File: config.mk
export PLATFORM = sky130hd
export DESIGN_NAME = instr_assembler
export DESIGN_NICKNAME = d
export VERILOG_FILES = /design/src/rtl/instr_assembler_pkg.sv /design/src/rtl/instr_assembler_packer.sv /design/src/rtl/instr_assembler.sv
export SDC_FILE = /design/constraint.sdc
export NUM_CORES = 1
export LEC_CHECK = 0
export ABC_CLOCK_PERIOD_IN_PS = 2290
export CAP_MARGIN = 20
export CORE_ASPECT_RATIO = 0.8
export CORE_MARGIN = 1.5
export CORE_UTILIZATION = 45
export CTS_CLUSTER_SIZE = 12
export DETAILED_ROUTE_END_ITERATION = 10
export PLACE_DENSITY = 0.8
export SYNTH_ARGS = -nofsm -noshare
export SYNTH_HDL_FRONTEND = slang
export SYNTH_SLANG_ARGS = --single-unit
File: constraint.sdc
create_clock -name clk -period 2.29 [get_ports clk]
set_input_delay 0.458 -clock clk [delete_from_list [all_inputs] [get_ports clk]]
set_output_delay 0.458 -clock clk [all_outputs]
set_load 0.1 [all_outputs]
File: src/rtl/instr_assembler_pkg.sv
// Shared definitions for the instruction assembler.
// Holds the ImmSrc type codes (identical to the immediate-extension stage),
// the ErrCode values reported by the assembler, the FSM state encoding and
// a small helper used by the immediate range checks.
package instr_assembler_pkg;

  // ImmSrc codes, shared with the immediate-extension stage
  localparam logic [2:0] IMM_I = 3'b000;
  localparam logic [2:0] IMM_S = 3'b001;
  localparam logic [2:0] IMM_B = 3'b010;
  localparam logic [2:0] IMM_U = 3'b011;
  localparam logic [2:0] IMM_J = 3'b100;

  // ErrCode values
  localparam logic [2:0] ERR_NONE     = 3'b000;
  localparam logic [2:0] ERR_RANGE    = 3'b001;
  localparam logic [2:0] ERR_MISALIGN = 3'b010;
  localparam logic [2:0] ERR_ILLEGAL  = 3'b011;
  localparam logic [2:0] ERR_OVERFLOW = 3'b100;

  typedef enum logic [1:0] {
    ST_IDLE = 2'd0,
    ST_RUN  = 2'd1,
    ST_DONE = 2'd2,
    ST_ERR  = 2'd3
  } state_e;

  // True when bits [31:lsb] of v are all equal, i.e. v is a correctly
  // sign-extended value of (lsb+1) bits.
  function automatic logic upper_uniform(input logic [31:0] v, input int lsb);
    logic ok;
    ok = 1'b1;
    for (int b = 0; b < 32; b++) begin
      if (b >= lsb && v[b] != v[31]) ok = 1'b0;
    end
    return ok;
  endfunction

endpackage

File: src/rtl/instr_assembler_packer.sv
// Combinational field packer.
// Turns decoded fields plus a 32-bit immediate into an RV32I instruction
// word and reports whether the immediate can be encoded for the given type.
// Ports:
//   imm_src_i  instruction format (I/S/B/U/J code)
//   opcode_i, rd_i, rs1_i, rs2_i, funct3_i  register/function fields
//   imm_i      immediate value to encode
//   word_o     packed instruction (don't-care when err_code_o != ERR_NONE)
//   err_code_o ERR_NONE, or the highest-priority check that failed
module instr_packer
  import instr_assembler_pkg::*;
(
  input  logic [2:0]  imm_src_i,
  input  logic [6:0]  opcode_i,
  input  logic [4:0]  rd_i,
  input  logic [4:0]  rs1_i,
  input  logic [4:0]  rs2_i,
  input  logic [2:0]  funct3_i,
  input  logic [31:0] imm_i,
  output logic [31:0] word_o,
  output logic [2:0]  err_code_o
);

  logic legal;
  logic aligned;
  logic range_ok;

  always_comb begin
    word_o   = '0;
    legal    = 1'b1;
    aligned  = 1'b1;
    range_ok = 1'b0;
    case (imm_src_i)
      IMM_I: begin
        word_o   = {imm_i[11:0], rs1_i, funct3_i, rd_i, opcode_i};
        range_ok = upper_uniform(imm_i, 11);
      end
      IMM_S: begin
        word_o   = {imm_i[11:5], rs2_i, rs1_i, funct3_i, imm_i[4:0], opcode_i};
        range_ok = upper_uniform(imm_i, 11);
      end
      IMM_B: begin
        word_o   = {imm_i[12], imm_i[10:5], rs2_i, rs1_i, funct3_i,
                    imm_i[4:1], imm_i[11], opcode_i};
        aligned  = ~imm_i[0];
        range_ok = upper_uniform(imm_i, 12);
      end
      IMM_U: begin
        word_o   = {imm_i[31:12], rd_i, opcode_i};
        // the low 12 bits cannot be represented in a U-type word
        range_ok = (imm_i[11:0] == 12'd0);
      end
      IMM_J: begin
        word_o   = {imm_i[20], imm_i[10:1], imm_i[11], imm_i[19:12], rd_i, opcode_i};
        aligned  = ~imm_i[0];
        range_ok = upper_uniform(imm_i, 20);
      end
      default: begin
        legal = 1'b0;
      end
    endcase

    // priority: illegal type, then alignment, then range
    if (!legal) begin
      err_code_o = ERR_ILLEGAL;
    end else if (!aligned) begin
      err_code_o = ERR_MISALIGN;
    end else if (!range_ok) begin
      err_code_o = ERR_RANGE;
    end else begin
      err_code_o = ERR_NONE;
    end
  end

endmodule

File: src/rtl/instr_assembler.sv
// Instruction assembler.
// Accepts decoded instruction fields one request per cycle, packs them into
// RV32I words and writes them to consecutive instruction-memory addresses.
// Ports:
//   clk, rst_n        clock, asynchronous active-low reset
//   Start             pulse: restart counters and begin a new program
//   InValid/InReady   request handshake
//   ImmSrc..Imm, Last request fields (Funct7 is carried but never encoded)
//   MemWE/MemAddr/MemWData  registered instruction-memory write port
//   Count             words written since Start
//   Done, Error, ErrCode    program status (Error/ErrCode sticky until Start)
module instr_assembler
  import instr_assembler_pkg::*;
#(
  parameter int ADDR_W    = 8,
  parameter int BASE_ADDR = 0
) (
  input  logic              clk,
  input  logic              rst_n,
  input  logic              Start,
  input  logic              InValid,
  output logic              InReady,
  input  logic [2:0]        ImmSrc,
  input  logic [6:0]        Opcode,
  input  logic [4:0]        Rd,
  input  logic [4:0]        Rs1,
  input  logic [4:0]        Rs2,
  input  logic [2:0]        Funct3,
  input  logic [6:0]        Funct7,
  input  logic [31:0]       Imm,
  input  logic              Last,
  output logic              MemWE,
  output logic [ADDR_W-1:0] MemAddr,
  output logic [31:0]       MemWData,
  output logic [ADDR_W:0]   Count,
  output logic              Done,
  output logic              Error,
  output logic [2:0]        ErrCode
);

  localparam logic [ADDR_W-1:0] BASE_PTR = ADDR_W'(BASE_ADDR);

  state_e            state_q, state_d;
  logic [ADDR_W-1:0] ptr_q, ptr_d;
  logic [ADDR_W:0]   count_q, count_d;
  logic              we_q, we_d;
  logic [ADDR_W-1:0] addr_q, addr_d;
  logic [31:0]       wdata_q, wdata_d;
  logic              done_q, done_d;
  logic              error_q, error_d;
  logic [2:0]        err_code_q, err_code_d;

  logic [31:0]       pack_word;
  logic [2:0]        pack_err;
  logic              in_ready;
  logic              accept;

  // Funct7 has no slot in any supported format
  logic              unused_funct7;
  assign unused_funct7 = ^Funct7;

  instr_packer u_packer (
    .imm_src_i  (ImmSrc),
    .opcode_i   (Opcode),
    .rd_i       (Rd),
    .rs1_i      (Rs1),
    .rs2_i      (Rs2),
    .funct3_i   (Funct3),
    .imm_i      (Imm),
    .word_o     (pack_word),
    .err_code_o (pack_err)
  );

  // Start takes precedence over a same-cycle handshake
  assign in_ready = (state_q == ST_RUN) && !Start;
  assign accept   = InValid && in_ready;

  always_comb begin
    state_d    = state_q;
    ptr_d      = ptr_q;
    count_d    = count_q;
    we_d       = 1'b0;
    addr_d     = addr_q;
    wdata_d    = wdata_q;
    done_d     = done_q;
    error_d    = error_q;
    err_code_d = err_code_q;

    if (Start) begin
      state_d    = ST_RUN;
      ptr_d      = BASE_PTR;
      count_d    = '0;
      done_d     = 1'b0;
      error_d    = 1'b0;
      err_code_d = ERR_NONE;
    end else begin
      case (state_q)
        ST_RUN: begin
          if (accept) begin
            if (pack_err != ERR_NONE) begin
              // rejected request: nothing is written
              state_d    = ST_ERR;
              error_d    = 1'b1;
              err_code_d = pack_err;
            end else begin
              we_d    = 1'b1;
              addr_d  = ptr_q;
              wdata_d = pack_word;
              count_d = count_q + 1'b1;
              if (Last) begin
                state_d = ST_DONE;
                done_d  = 1'b1;
                ptr_d   = ptr_q + 1'b1;
              end else if (ptr_q == '1) begin
                // last address just used: stop rather than wrap onto
                // words written earlier in this program
                state_d    = ST_ERR;
                error_d    = 1'b1;
                err_code_d = ERR_OVERFLOW;
              end else begin
                ptr_d = ptr_q + 1'b1;
              end
            end
          end
        end
        default: begin
          // IDLE, DONE and ERR wait for Start
        end
      endcase
    end
  end

  always_ff @(posedge clk or negedge rst_n) begin
    if (!rst_n) begin
      state_q    <= ST_IDLE;
      ptr_q      <= BASE_PTR;
      count_q    <= '0;
      we_q       <= 1'b0;
      addr_q     <= BASE_PTR;
      wdata_q    <= '0;
      done_q     <= 1'b0;
      error_q    <= 1'b0;
      err_code_q <= ERR_NONE;
    end else begin
      state_q    <= state_d;
      ptr_q      <= ptr_d;
      count_q    <= count_d;
      we_q       <= we_d;
      addr_q     <= addr_d;
      wdata_q    <= wdata_d;
      done_q     <= done_d;
      error_q    <= error_d;
      err_code_q <= err_code_d;
    end
  end

  assign InReady  = in_ready;
  assign MemWE    = we_q;
  assign MemAddr  = addr_q;
  assign MemWData = wdata_q;
  assign Count    = count_q;
  assign Done     = done_q;
  assign Error    = error_q;
  assign ErrCode  = err_code_q;

endmodule

Yosys cells after proc, flatten, opt, wreduce, memory -nomap -nowiden
Cells that the tools add are included.

Add/sub/neg operators: 2. Equal/unequal tests: 29. Multiplexer cells: 94. Bitwise gates (word level): 3. Reductions and logical operators: 20.

Operators with widths (number): $pmux 32 s5 (1); $mux 1 (68); $mux 8 (6); $mux 9 (4); $mux 3 (8); $ne 1x1->1 (20); $reduce_and 4->1 (4); $logic_not 12->1 (1); $mux 2 (6); $add 9x1->9 const B (1); $add 8x1->8 const B (1); $eq 8x8->1 const B (1); $eq 3x2->1 const B (2); $reduce_and 3->1 (2); $reduce_bool 2->1 (3); $reduce_bool 3->1 (2); $reduce_or 5->1 (1); $pmux 1 s4 (1); $reduce_bool 4->1 (1); $reduce_or 2->1 (2); $eq 3x1->1 const B (1); $eq 3x3->1 const B (1); $logic_not 3->1 (1); $ne 3x2->1 const B (1); other kinds (6) (9).

Bits in registers: 65. Input bits: 72. Logic and storage cells: 157.

Longest topological paths before layout
Word-level depth: 30. Gate-level depth with buffers: 10.

Cells and area by module
A second synthesis with hierarchy kept.

Cells, all modules: 366. Area, all modules: 3689.8 µm².

By module, submodules not included: instr_assembler (instances 1, cells each 216, area an instance 2751.4 µm²); instr_packer (instances 1, cells each 150, area an instance 938.4 µm²).

Worst setup path before layout
OpenSTA, ideal clock, no wires.

Kind: input port to flip-flop. From: in Start. To: reg count_q[8] (netlist: Count[8]). Arrival time: 4.589 ns. Data required time: 2.165 ns. Setup slack: -2.423 ns. Stages: 7. Path buffers: 1. Path through: buf_2 -> nor3b_1 -> nand2_1 -> a21oi_1 -> a311oi_4 -> nor4b_1 -> mux2_2.

Cells in the longest elaborated chain, start to end: 5.

Ends and longest elaborated chain: from (decl) (line instr_assembler.sv:20) `input logic Start,`; $logic_not 1->1 (line instr_assembler.sv:75) `assign in_ready = (state_q == ST_RUN) && !Start;`; $logic_and 1x1->1 (line instr_assembler.sv:75); via InReady (line instr_assembler.sv:22) `output logic InReady,`; $logic_and 1x1->1 (line instr_assembler.sv:76) `assign accept = InValid && in_ready;`; $reduce_bool 2->1 (no source line); $reduce_and 3->1 (no source line); to (signal assigned) (line instr_assembler.sv:147) `count_q <= count_d;`; to (decl) (line instr_assembler.sv:45) `logic [ADDR_W:0] count_q, count_d;`.

The timed path passes the listed nets, and every way through them passes these cells. A chain may end at the register's enable or synchronous reset.

Final worst setup path
From: in Imm[30]. To: reg ptr_q[5].

Cells in the longest elaborated chain, start to end: 9.

Ends and longest elaborated chain: from (decl) (line instr_assembler.sv:30) `input logic [31:0] Imm,`; $ne 1x1->1 (*) (line instr_assembler_pkg.sv:34) `if (b >= lsb && v[b] != v[31]) ok = 1'b0;`; $mux 1 (line instr_assembler_pkg.sv:34); $pmux 1 s4 (*) (line instr_assembler_packer.sv:33) `case (imm_src_i)`; $mux 1 (*) (line instr_assembler_packer.sv:68) `end else if (!range_ok) begin`; $mux 3 (*) (line instr_assembler_packer.sv:66) `end else if (!aligned) begin`; $mux 3 (*) (line instr_assembler_packer.sv:64) `if (!legal) begin`; $reduce_bool 3->1 (*) (line instr_assembler.sv:100) `if (pack_err != ERR_NONE) begin`; $ne 2x2->1 (no source line) (*); $reduce_and 4->1 (no source line) (*); to (signal assigned) (line instr_assembler.sv:146) `ptr_q <= ptr_d;`; to (decl) (line instr_assembler.sv:44) `logic [ADDR_W-1:0] ptr_q, ptr_d;`.

Every way passes the cells marked *; elsewhere a longest branch is shown, timed or not.

==> impl_results.md <==
* Chip width at 102.4 um
* Area of the die at 8456 um2
* Boundary pin count at 128
* Initial DRC Count at 208
* Worst Path Required at 2.52 ns
* Antenna diodes at 0
* Routed wire per std cell at 16.80 um
* Worst path max stage delay at 0.37 ns
* Avg Inst Size Synth at 9.699 um2
* Final Net Count at 611
* GRT overflow at 0
* Final non-filler cell total at 647
* Setup ws final at -0.001156 ns
* Final hold vios at 0
* Critical path arrival at 2.52 ns
* Vias in the first global route at 3348
* Reg2Reg Depth at 7
* Post-synthesis cell area at 3560 um2
* CTS sink cnt at 65
* CP Capture Type: flip-flop
* Starting Density at 47.26%
* Crit share post-route at 100.1%
* Routed wire length at 10870 um
* Critical path peak fanout at 4
* Static leakage at 2.710 nW
* Area occupied by multi-input gates at 2018 um2
* Placed Cells at 628
* Unrepaired setup endpoints after global routing: yes
* First-pass DRT Iterations at 4
* # rows at 28
* Largest net degree at the start of global routing at 66
* Hold Crit Class: in -> async
* MaxCap Viol Count at 0
* Synth-to-Final Area Change at 53.46%
* Internal power at 2.065 mW
* RePlAce Congestion at 0.8446
* Setup Slack @ Placement at -0.6956 ns
* Number of input and output port buffers inserted at 120
* Failing checks: negative setup slack
* Fillers at 568
* H-tree Lvls at 3
* CP Cell Sequence: clkdlybuf4s15_2 -> or3_1 -> a21o_1 -> a221oi_4 -> a311oi_2 -> nor4_1 -> mux2_2
* Status: complete, but fails checks
* Tmin final at 2.291 ns
* Max clock buf depth at 2
* Peak Freq at 0.4365 GHz
* CP Launch Point: Imm[30]
* FF/Latch Area at 1627 um2
* Comb power frac at 40.7%
* DRC violations left at 0
* Seq cells post-synth at 65
* Sw power at 1.690 mW
* Clk_lat worst skew at 0.35 ns
* Overall routing resource usage at 26.03%
* Fraction of power spent switching nets at 45.01%
* Share of layout cells above drive strength 1 at 37.45%
* Slew @ Worst Pin at 0.5664 ns
* CP Launch Type: input pin
* Total chip power at 3.756 mW
* HPWL after DPL at 8057 um
* Syn Nets at 441
* Antenna Nets Post-Route at 0
* Inserted Clock Buffers at 9
* Antenna violations before repair at 0
* Routed via count at 3572
* Clock transition at path regs at 0.08 ns
* Slowest CP cell: or3_1
* CP Class: in -> reg
* R2R Path Start: state_q[1]
* Layout Skew at 0.01114 ns
* Ys Warns at 0
* CTS tree: done
* Chip height at 82.55 um
* Core Region at 7532 um2
* Post-Synthesis Cells at 367
* Setup violation total in the final timing report at 1
* Global-route wire length before repair at 16730 um
* R2R setup slack at 0.04 ns
* Root buffer cell: clkbuf_8
* Hold buffers post-CTS at 0
* Post-synthesis cell type count at 49
* Peak supply drop at 0.6096 mV
* Drt via density at 5.521
* Power density over the cells at 687.5 nW/um2
* Reg2Reg Capture Point: Count[6]
* Max-slew headroom at 62.16%
* Sequential power share at 35.4%
* Sequential share of the synthesized area at 45.69%
* Clock Power Share at 23.9%
* Max-slew violation count at 0
* TNS Setup at -0.001156 ns
how the worst max path moves through the flow:
stage | endpoint | cells past startpoint
after floorplan | ptr_q[5] | 7
after global placement | ptr_q[0] | 8
after detailed placement | ptr_q[4] | 8
after CTS | Count[6] | 7
after global routing | ptr_q[0] | 8
final | ptr_q[5] | 7
final cells by class:
class	instances	area share [%]
multi-input combinational	278	36.94
inverter	4	0.2749
clock inverter	7	0.9849
clock buffer	9	2.268
sequential	65	29.78
timing repair buffer	179	27.35
tap	105	2.405
cells in the mapped netlist, drive strengths merged:
master   n  share of area [%]
nor3b    2               0.42
nor4bb   2               0.56
a311oi   1               0.74
buf     14                2.4
or3      3               0.67
o21a     1               0.21
o211ai   6                1.3
nand2b   3               0.53
nand4    7                1.2
dfrtp   65                 46
o31ai    2               0.42
and3     1               0.18
o221a    1               0.32
mux2    25                7.9
xnor2    2               0.49
a22oi   17                3.6
or2      5               0.88
nand2   50                5.3
clkbuf   7               0.74
o311ai   2               0.49
mux2i    3               0.84
a21oi   17                2.4
and4     1               0.25
a221oi   3                1.6
or4      4               0.84
inv      4               0.42
a31oi    1               0.18
a22o     1               0.25
xor2     2               0.49
and3b    1               0.25
nor4b    2               0.49
nor3     3               0.42
o41ai    2               0.49
ha       2               0.70
o21ai   20                2.8
a21o    23                4.9
nand3b   1               0.21
a211oi   1               0.21
a222oi   1               0.28
o32ai    1               0.25
nor2b   11                1.9
nand3   11                1.5
nor4     7                1.2
nor2    29                3.1
layer usage:
layer / track usage (%) / up-vias / wire length (um)
li1: - / 1690 / -
met1: 36.75 / 1749 / 4996
met2: 40.26 / 116 / 5069
met3: 4.714 / 17 / 607
met4: 9.315 / 0 / 195
met5: 0 / - / 0
power by group through the flow:
stage / registers, mW / clock network (mW) / logic, mW
final: 1.33 / 0.896 / 1.53
after global routing: 1.34 / 0.966 / 1.59
after CTS: 1.33 / 0.915 / 1.53
after detailed placement: 1.35 / 0 / 1.54
after global placement: 1.34 / 0 / 1.52
after floorplan: 2.16 / 0 / 0.240
layout by cell type (no fill, tap or decap), types with 7 or more instances in the layout:
cell and n:
clkbuf_8 9, dlygate4sd2_1 28, clkdlybuf4s50_1 26, nand2_1 48, nand4_1 7, a21o_1 23, mux2_2 24, nor2_1 28
buf_4 109, nor2b_1 10, dfrtp_1 65, o21ai_0 16, nand3_1 11, a21oi_1 14, a22oi_1 17
registers in the layout, indices dropped and copies added, names as in the netlist:
| name | count |
|---|---|
| Count | 9 |
| Done | 1 |
| ErrCode | 3 |
| Error | 1 |
| MemAddr | 8 |
| MemWData | 32 |
| MemWE | 1 |
| ptr_q | 8 |
| state_q | 2 |
through the flow:
step                      hold WS, ns  area (um2)  utilization, %
after CTS                      0.1227        5415           71.89
after global placement         0.4601        5202           69.07
after global routing           0.1220        5463           72.52
after detailed placement       0.4727        5202           69.07
final                          0.1078        5463           72.52
after floorplan                0.1624        3674               -
cell families after synthesis:
group / after synthesis / share of synthesized area [%]
AOI/OAI and AO/OA: 100 / 20.32
and+or+nand+nor: 143 / 19.96
buffers and inverters: 25 / 3.585
adders and majority gates: 2 / 0.7029
DFF: 65 / 45.69
xor gates and xnor gates: 4 / 0.9844
muxes: 28 / 8.752
what timing repair did:
| item | in CTS | in global routing |
|---|---|---|
| pin swaps | 19 | 4 |
| cloned | 1 | 0 |
| hold endpoints to repair | 0 | 0 |
| resized for setup | 72 | 9 |
| endpoints found under the setup margin | 61 | 34 |
| setup buffers | 0 | 2 |
worst max-delay path, delay by kind of cell:
kind                   cells  cell delay [ns]
and+or+nand+nor            2             0.69
muxes                      1             0.37
buffers and inverters      1             0.21
AOI/OAI and AO/OA          3             0.80
Note: power is estimated with default switching activity, not from simulation.
